<file path="config.mk">
export PLATFORM = sky130hd
export DESIGN_NAME = retire_status_unit
export DESIGN_NICKNAME = d
export VERILOG_FILES = /design/src/rtl/retire_status_unit.sv
export SDC_FILE = /design/constraint.sdc
export NUM_CORES = 1
export LEC_CHECK = 0
export CAP_MARGIN = 30
export CORE_MARGIN = 2
export CORE_UTILIZATION = 48
export CTS_CLUSTER_SIZE = 12
export DETAILED_ROUTE_END_ITERATION = 8
export GPL_ROUTABILITY_DRIVEN = 0
export PLACE_DENSITY = 0.92
export SLEW_MARGIN = 20
export SYNTH_ARGS = -nofsm -noshare
export SYNTH_HDL_FRONTEND = slang
export SYNTH_SLANG_ARGS = --single-unit
</file>
<file path="constraint.sdc">
create_clock -name clock -period 5.6 [get_ports clock]
set_clock_uncertainty 0.15 [all_clocks]
set_input_delay 1.12 -clock clock [delete_from_list [all_inputs] [get_ports clock]]
set_output_delay 1.12 -clock clock [all_outputs]
set_load 0.02 [all_outputs]
</file>
<file path="src/rtl/retire_status_unit.sv">
// Retire/commit status tracker for a two-thread, two-ROB pipeline: thread and pipeline FSMs plus retire counters.
// Define RETIRE_BRANCH_CNT_EN to build the branch / correct-branch counters; otherwise both outputs read 0.
module retire_status_unit #(
    parameter int unsigned CNT_WIDTH    = 32,
    parameter int unsigned DRAIN_CYCLES = 4
) (
    input  logic                 clock,
    input  logic                 reset,
    input  logic [1:0]           rob0_commit,
    input  logic [1:0]           rob1_commit,
    input  logic [1:0]           rob0_halt_slot,
    input  logic [1:0]           rob1_halt_slot,
    input  logic [1:0]           rob0_illegal_slot,
    input  logic [1:0]           rob1_illegal_slot,
    input  logic [1:0]           rob0_br_slot,
    input  logic [1:0]           rob0_br_ok_slot,
    input  logic [1:0]           rob1_br_slot,
    input  logic [1:0]           rob1_br_ok_slot,
    input  logic                 thread1_fork,
    input  logic                 mem_error,
    output logic [3:0]           pipeline_status,
    output logic [CNT_WIDTH-1:0] instr_count,
    output logic [CNT_WIDTH-1:0] cycle_count,
    output logic [CNT_WIDTH-1:0] branch_count,
    output logic [CNT_WIDTH-1:0] correct_branch_count,
    output logic                 thread0_done,
    output logic                 thread1_done,
    output logic                 thread1_active,
    output logic                 stop_fetch
);

    typedef enum logic [1:0] {T_IDLE, T_ACTIVE, T_HALTED} thread_e;
    typedef enum logic [1:0] {S_RUN, S_DRAIN, S_STOPPED} pipe_e;
    typedef enum logic [3:0] {
        ST_NO_ERROR  = 4'd0,
        ST_MEM_ERROR = 4'd1,
        ST_HALT      = 4'd2,
        ST_ILLEGAL   = 4'd3
    } status_e;

    localparam int unsigned DW = (DRAIN_CYCLES > 1) ? $clog2(DRAIN_CYCLES) : 1;
    localparam logic [DW-1:0] DRAIN_LAST = DW'(DRAIN_CYCLES - 1);

    pipe_e         state, state_next;
    thread_e       t0, t1, t0_next, t1_next;
    logic [DW-1:0] drain_cnt, drain_next;
    logic [3:0]    status_next;

    logic       active0, active1;
    logic [1:0] v0, v1, cnt0, cnt1;
    logic       halt0, halt1, illegal_hit, stopping;
    logic [2:0] instr_inc;

    function automatic logic [2:0] pop4(input logic [3:0] v);
        return 3'(v[0]) + 3'(v[1]) + 3'(v[2]) + 3'(v[3]);
    endfunction

    always_comb begin
        active0 = (t0 == T_ACTIVE) && (state != S_STOPPED);
        active1 = (t1 == T_ACTIVE) && (state != S_STOPPED);

        // A valid halt or illegal in slot 0 squashes the younger slot 1 of the same thread.
        v0    = rob0_commit & {2{active0}};
        v0[1] = v0[1] & ~(v0[0] & (rob0_halt_slot[0] | rob0_illegal_slot[0]));
        v1    = rob1_commit & {2{active1}};
        v1[1] = v1[1] & ~(v1[0] & (rob1_halt_slot[0] | rob1_illegal_slot[0]));

        cnt0 = v0 & ~rob0_halt_slot & ~rob0_illegal_slot;
        cnt1 = v1 & ~rob1_halt_slot & ~rob1_illegal_slot;
        instr_inc = pop4({cnt1, cnt0});

        halt0       = |(v0 & rob0_halt_slot);
        halt1       = |(v1 & rob1_halt_slot);
        illegal_hit = (state == S_RUN) && |((v0 & rob0_illegal_slot) | (v1 & rob1_illegal_slot));
        stopping    = (mem_error && (state != S_STOPPED)) || illegal_hit;

        t0_next = t0;
        t1_next = t1;
        if (halt0 && !stopping) t0_next = T_HALTED;
        if (halt1 && !stopping) t1_next = T_HALTED;
        else if ((state == S_RUN) && thread1_fork && (t1 == T_IDLE) && !stopping) t1_next = T_ACTIVE;

        state_next  = state;
        drain_next  = drain_cnt;
        status_next = pipeline_status;
        case (state)
            S_RUN: begin
                if (mem_error) begin
                    state_next  = S_STOPPED;
                    status_next = ST_MEM_ERROR;
                end else if (illegal_hit) begin
                    state_next  = S_STOPPED;
                    status_next = ST_ILLEGAL;
                end else if ((t0_next == T_HALTED) && (t1_next != T_ACTIVE)) begin
                    state_next = S_DRAIN;
                    drain_next = '0;
                end
            end
            S_DRAIN: begin
                if (mem_error) begin
                    state_next  = S_STOPPED;
                    status_next = ST_MEM_ERROR;
                end else if (drain_cnt == DRAIN_LAST) begin
                    state_next  = S_STOPPED;
                    status_next = ST_HALT;
                end else begin
                    drain_next = drain_cnt + 1'b1;
                end
            end
            default: ;
        endcase
    end

    always_ff @(posedge clock or posedge reset) begin
        if (reset) begin
            state           <= S_RUN;
            t0              <= T_ACTIVE;
            t1              <= T_IDLE;
            drain_cnt       <= '0;
            pipeline_status <= ST_NO_ERROR;
            instr_count     <= '0;
            cycle_count     <= '0;
            thread0_done    <= 1'b0;
            thread1_done    <= 1'b0;
            thread1_active  <= 1'b0;
            stop_fetch      <= 1'b0;
        end else begin
            state           <= state_next;
            t0              <= t0_next;
            t1              <= t1_next;
            drain_cnt       <= drain_next;
            pipeline_status <= status_next;
            thread0_done    <= (t0_next == T_HALTED);
            thread1_done    <= (t1_next == T_HALTED);
            thread1_active  <= (t1_next == T_ACTIVE);
            stop_fetch      <= (state_next != S_RUN);
            if (state != S_STOPPED) begin
                instr_count <= instr_count + CNT_WIDTH'(instr_inc);
                cycle_count <= cycle_count + 1'b1;
            end
        end
    end

`ifdef RETIRE_BRANCH_CNT_EN
    logic [1:0] br0, br1, ok0, ok1;

    always_comb begin
        br0 = cnt0 & rob0_br_slot;
        br1 = cnt1 & rob1_br_slot;
        ok0 = br0 & rob0_br_ok_slot;
        ok1 = br1 & rob1_br_ok_slot;
    end

    always_ff @(posedge clock or posedge reset) begin
        if (reset) begin
            branch_count         <= '0;
            correct_branch_count <= '0;
        end else if (state != S_STOPPED) begin
            branch_count         <= branch_count + CNT_WIDTH'(pop4({br1, br0}));
            correct_branch_count <= correct_branch_count + CNT_WIDTH'(pop4({ok1, ok0}));
        end
    end
`else
    logic unused_branch_inputs;

    assign unused_branch_inputs = ^{rob0_br_slot, rob0_br_ok_slot, rob1_br_slot, rob1_br_ok_slot};
    assign branch_count         = '0;
    assign correct_branch_count = '0;
`endif

endmodule

</file>
* Word-level counts from Yosys, hierarchy flattened
Cells that the tools add are included.
** Storage, ports and cells
- Latch bits :: 0
- Output and inout bits :: 136
- Memories :: 0
- Logic and storage cells :: 97
- RAM bits :: 0
- Flip-flop bits (word level) :: 80
- ROM bits :: 0
** Operators by class
- Reduce and logical (&&, ||, !) cells :: 21
- Div/mod/pow operators :: 0
- Shifts and indexed selects :: 0
- Multipliers :: 0
- Add/subtract/negate cells :: 6
- Bitwise logic cells :: 23
- $lt $le $gt $ge :: 0
- Equality and inequality tests :: 16
- Multiplexer cells :: 20
** Operators with widths (count)
- $add A32 B1 Y32 const B :: 1
- $add A32 B3 Y32 :: 1
- $mux W2 :: 13
- $and A2 B2 Y2 :: 10
- $mux W4 :: 4
- $logic_and A1 B1 Y1 :: 10
- $ne A2 B2 Y1 const B :: 5
- $eq A2 B1 Y1 const B :: 4
- $not A2 Y2 :: 4
- $pmux W2 S2 :: 2
- $pmux W4 S2 :: 1
- $eq A2 B2 Y1 const B :: 3
- $ne A3 B3 Y1 const B :: 2
- $reduce_and A6 Y1 :: 1
- $reduce_or A2 Y1 :: 3
- $and A1 B1 Y1 :: 4
- $logic_not A2 Y1 :: 2
- $ne A2 B1 Y1 const B :: 2
- $reduce_bool A2 Y1 :: 2
- $add A2 B1 Y3 :: 1
- $add A3 B1 Y3 :: 1
- $reduce_and A3 Y1 :: 1
- $add A1 B1 Y2 :: 1
- $add A2 B1 Y2 const B :: 1
- other kinds (5) :: 7

* Longest topological paths before layout
- Word-level depth :: 22
- Mapped depth :: 15
- Gate-level depth less buffers :: 12

* Worst setup path before layout
Ideal clock, no wire load.
- Path kind :: input port to flip-flop
- From :: input rob1_halt_slot[0]
- To :: register instr_count[30]
- Arrival time :: 3.794 ns
- Stages :: 10
- Buffers on the path :: 0
- Required time :: 5.321 ns
- Path slack :: 1.526 ns
- Cells stage by stage :: or4b_2 fa_1 inv_1 fa_1 inv_1 fa_1 or2_2 nor3_1 nand4_1 xnor2_1
** Between the ends
- Cells in the longest elaborated chain, start to end :: 8
- Elaborated cells on any way between the ends :: 10
- Classes of those cells :: add/sub (3); bitwise (7)
** RTL lines
- start: declaration :: line 12 : input logic [1:0] rob1_halt_slot,
- $or A1 B1 Y1 :: line 66 : v1[1] = v1[1] & ~(v1[0] & (rob1_halt_slot[0] | rob1_illegal_slot[0]));
- $and A1 B1 Y1 :: line 66
- $not A1 Y1 :: line 66
- $and A1 B1 Y1 :: line 66
- $and A2 B2 Y2 (*) (2 in series) :: line 69 : cnt1 = v1 & ~rob1_halt_slot & ~rob1_illegal_slot;
- $add A3 B1 Y3 (*) :: line 55 : return 3'(v[0]) + 3'(v[1]) + 3'(v[2]) + 3'(v[3]);
- $add A32 B3 Y32 (*) :: line 138 : instr_count <= instr_count + CNT_WIDTH'(instr_inc);
- end signal: assignment :: line 138
- end: declaration :: line 22 : output logic [CNT_WIDTH-1:0] instr_count,
Every way passes the cells marked *; elsewhere a longest branch is shown, timed or not.
A chain may end at the register's enable or synchronous reset.

* Worst setup path after layout
- From :: input rob1_commit[0]
- To :: register instr_count[30]
** Between the ends
- Cells in the longest elaborated chain, start to end :: 8
- Elaborated cells on any way between the ends :: 9
- Classes of those cells :: add/sub (3); bitwise (6)
** RTL lines
- start: declaration :: line 10 : input logic [1:0] rob1_commit,
- $and A2 B2 Y2 (*) :: line 65 : v1 = rob1_commit & {2{active1}};
- $and A1 B1 Y1 :: line 66
- $not A1 Y1 :: line 66
- $and A1 B1 Y1 :: line 66
- $and A2 B2 Y2 (*) (2 in series) :: line 69
- $add A3 B1 Y3 (*) :: line 55
- $add A32 B3 Y32 (*) :: line 138
Marks and branches as above.

==> flow_summary.yaml <==
worst_setup_path:
  crit_chain: "clkdlybuf4s50_1 > or4b_2 > fa_1 > inv_1 > fa_1 > inv_1 > fa_1 > or2_2 > nor3_1 > nand4_1 > xnor2_1"
  cp_data_required_time_ns: 5.68
  max_stage_delay_ns: 0.64
  worstSetupStartpointType: "primary input"
  crit_type: "in2reg"
  rrSetupSlack_ns: 1.38
  rr_startpoint: "state[0]"
  critPathTopFamily: "simple AND/OR/NAND/NOR gates"
  r2r-end: "instr_count[30]"
  worst-path-max-fanout: 5
  critPathLaunch: "rob1_commit[0]"
  crit_arrival_ns: 4.57
  path_common_cell: "fa_1"
  slowest_stage: "or4b_2"
  path_buf_inv: 3
  reg2reg_depth: 12
  worst_setup_path_end_kind: "register"
logic_synthesis:
  avgSynthCellArea_um2: 10.1
  synth_edf_count: 0
  synth_warnings: 0
  yosys.cell_types.count: 52
  synth_top_area_share_pct: 45.5
  yosysTopAreaCell: "dfrtp_1"
  synthCells: 419
  ys_seq_elements: 78
  synth_area_um2: 4240
  synth_ff_type: "dfrtp_1"
  synth_area_leaders: "dfrtp_1 (45%), buf_4 (12%), xnor2_1 (8.9%)"
  ys_seq_area_share_pct: 46.1
  synth-async-reset-ratio_pct: 100
pwr:
  vdd_drop_max_uv: 117
  p_per_area_nw_per_um2: 251
  fin_total_pwr_mw: 1.30
  p_leak_nw: 2.37
cts:
  postCtsSetupBuffers: 0
  cts_tree: "done"
  cts_root_buf: "clkbuf_8"
  cts_max_level: 3
  post_cts_resized: 0
  cts.path.max_buffers: 2
  insertion_delay_ns: 0.34
  clkTransAtPathRegs_ns: 0.08
  cts_sinks: 78
  hold_buffers: 0
  cts_buffers: 9
sta:
  finalSetupViolations: 0
  max_freq_mhz: 222
  tns_ns: 0
  grt_setup_unrepaired: "no"
  finalCritPeriodShare_pct: 80.3
  slew_violations: 0
  period_needed_ns: 4.50
  timing_hold_violations_final: 0
  slew_headroom_pct: 53.2
  worst_slew_pin_slew_ns: 0.701
final_layout:
  multi_input_area_um2: 1950
  final_cells: 624
  drive_above_1_share_pct: 7.56
  diodes: 0
  final_nets: 541
  utilization_pct: 60.0
  register_area_um2: 1950
  synthToLayoutAreaGrowth_pct: 22.4
  final_area_um2: 5180
  num-fill-cells: 690
floorplan:
  num_rows: 34
  ios: 160
  core_um2: 8640
  start_util_pct: 49.0
  die_w_um: 97.9
  dieArea_um2: 9590
  die_h_um: 97.9
place:
  placed_area_um2: 4950
  place.port_buffers: 85
  post-dp-hpwl_um: 6510
  dp.cells: 608
global_route:
  first_global_vias: 2998
  overflow: 0
  grt_max_degree: 46
  grt_util_all_layers_pct: 18.2
  antenna_found_initial: 0
  grt_pass1_wl_um: 14300
detailed_routing:
  drt_iter0_drc: 65
  drt_pass1_iterations: 4
  wl_per_cell_um: 13.6
  via_per_inst: 4.90
  vias: 3060
  wirelength_um: 8490
  postRouteAntennaNets: 0
  drc: 0
worst_hold_path:
  whs_endpoint: "thread1_active"
  whs_path_depth: 1
  min_from: "t1[1]"
  min_path_type: "reg2reg"
run_status:
  status: "complete, no violations"
run:
  maxCapViolCount: 0
## state kept, by name (all words and copies together), names as in the netlist
signal,count
thread1_active,1
t0,2
stop_fetch,1
cycle_count,32
thread0_done,1
state,2
instr_count,32
thread1_done,1
drain_cnt,2
t1,2
pipeline_status,2
## per-layer routing
layer	GRT usage, %	part of all wire, %	up-vias
li1	-	-	1458
met1	22.6	41	1488
met2	30.3	51	96
met3	4.22	5.7	18
met4	7.80	2.3	0
met5	0	0	-
## cell usage after synthesis, drive strengths merged, types with 4 or more instances
| cell type | number |
|---|---|
| xnor2 | 43 |
| o21ai | 10 |
| nor2 | 34 |
| inv | 14 |
| and4 | 6 |
| nand4 | 17 |
| nand3 | 18 |
| buf | 70 |
| xor2 | 18 |
| and3 | 9 |
| and2 | 4 |
| nor3 | 4 |
| or2 | 5 |
| dfrtp | 77 |
| nand2 | 44 |
## layout by cell type, fill, tap and decap left out, types with 3 or more instances in the layout
cell type / synthesis / routed
or2_2: 4 / 4
dfrtp_1: 77 / 77
o22ai_1: 3 / 3
nand4_1: 14 / 14
or3_1: 3 / 3
inv_1: 14 / 13
clkbuf_8: 0 / 11
xnor2_1: 43 / 43
and3_1: 9 / 9
and2_1: 4 / 4
a21oi_1: 3 / 3
nor3_1: 3 / 3
nand4_2: 3 / 3
ha_1: 3 / 3
o21ai_0: 10 / 10
a22o_1: 3 / 3
clkdlybuf4s50_1: 0 / 85
and4_1: 5 / 5
nand2_1: 43 / 43
fa_1: 3 / 3
nand3_1: 18 / 18
nor2_1: 33 / 33
xor2_1: 18 / 18
conb_1: 1 / 66
## worst register-to-register path: cells and delay by family, from the launching register on
| kind | cells | cell delay [ns] |
|---|---|---|
| and+or+nand+nor | 6 | 2.01 |
| adders and majority gates | 3 | 1.05 |
| DFF | 1 | 0.58 |
| xor gates and xnor gates | 1 | 0.16 |
| buffers and inverters | 2 | 0.15 |
## power by group
part | switching (mW) | leakage [nW] | internal [mW]
registers | 0.0332 | 1.04 | 0.587
logic | 0.123 | 1.22 | 0.0739
clock network | 0.209 | 0.116 | 0.276
## through the flow
step	worst slack [ns]	hold WS (ns)
finish	1.10	0.314
detailed placement	0.778	0.309
global route	0.966	0.329
CTS	1.14	0.317
global placement	0.846	0.305
floorplan	1.53	0.286
## area by class of cell
class                   count  share of cell area (%)
flip-flops and latches     78                    37.7
well taps                 108                    2.61
repair buffers             87                    16.7
inverters                  14                    1.01
clock buffers              11                    2.92
clock inverters             5                    1.57
multi-input cells         321                    37.5
## how the worst max path moves through the flow
| stage | to | slack, ns | cells after the start |
|---|---|---|---|
| after floorplan | instr_count[30] | 1.53 | 10 |
| after global placement | instr_count[30] | 0.85 | 11 |
| after detailed placement | instr_count[30] | 0.78 | 11 |
| after CTS | instr_count[30] | 1.14 | 11 |
| after global routing | instr_count[30] | 0.97 | 11 |
| final | instr_count[30] | 1.10 | 11 |
## logic make-up (layout without fill, tap and decap cells)
| logic type | count (synthesis) | in the layout | share of synthesized area [%] |
|---|---|---|---|
| adders and majority gates | 6 | 6 | 2.30 |
| muxes | 2 | 2 | 0.502 |
| xor gates and xnor gates | 61 | 61 | 12.6 |
| and+or+nand+nor | 152 | 152 | 19.0 |
| DFF | 78 | 78 | 46.1 |
| AOI/OAI and AO/OA | 34 | 34 | 5.67 |
| other | 1 | 66 | 0.0885 |
| buffers and inverters | 85 | 117 | 13.7 |
Note: power is estimated with default switching activity, not from simulation.
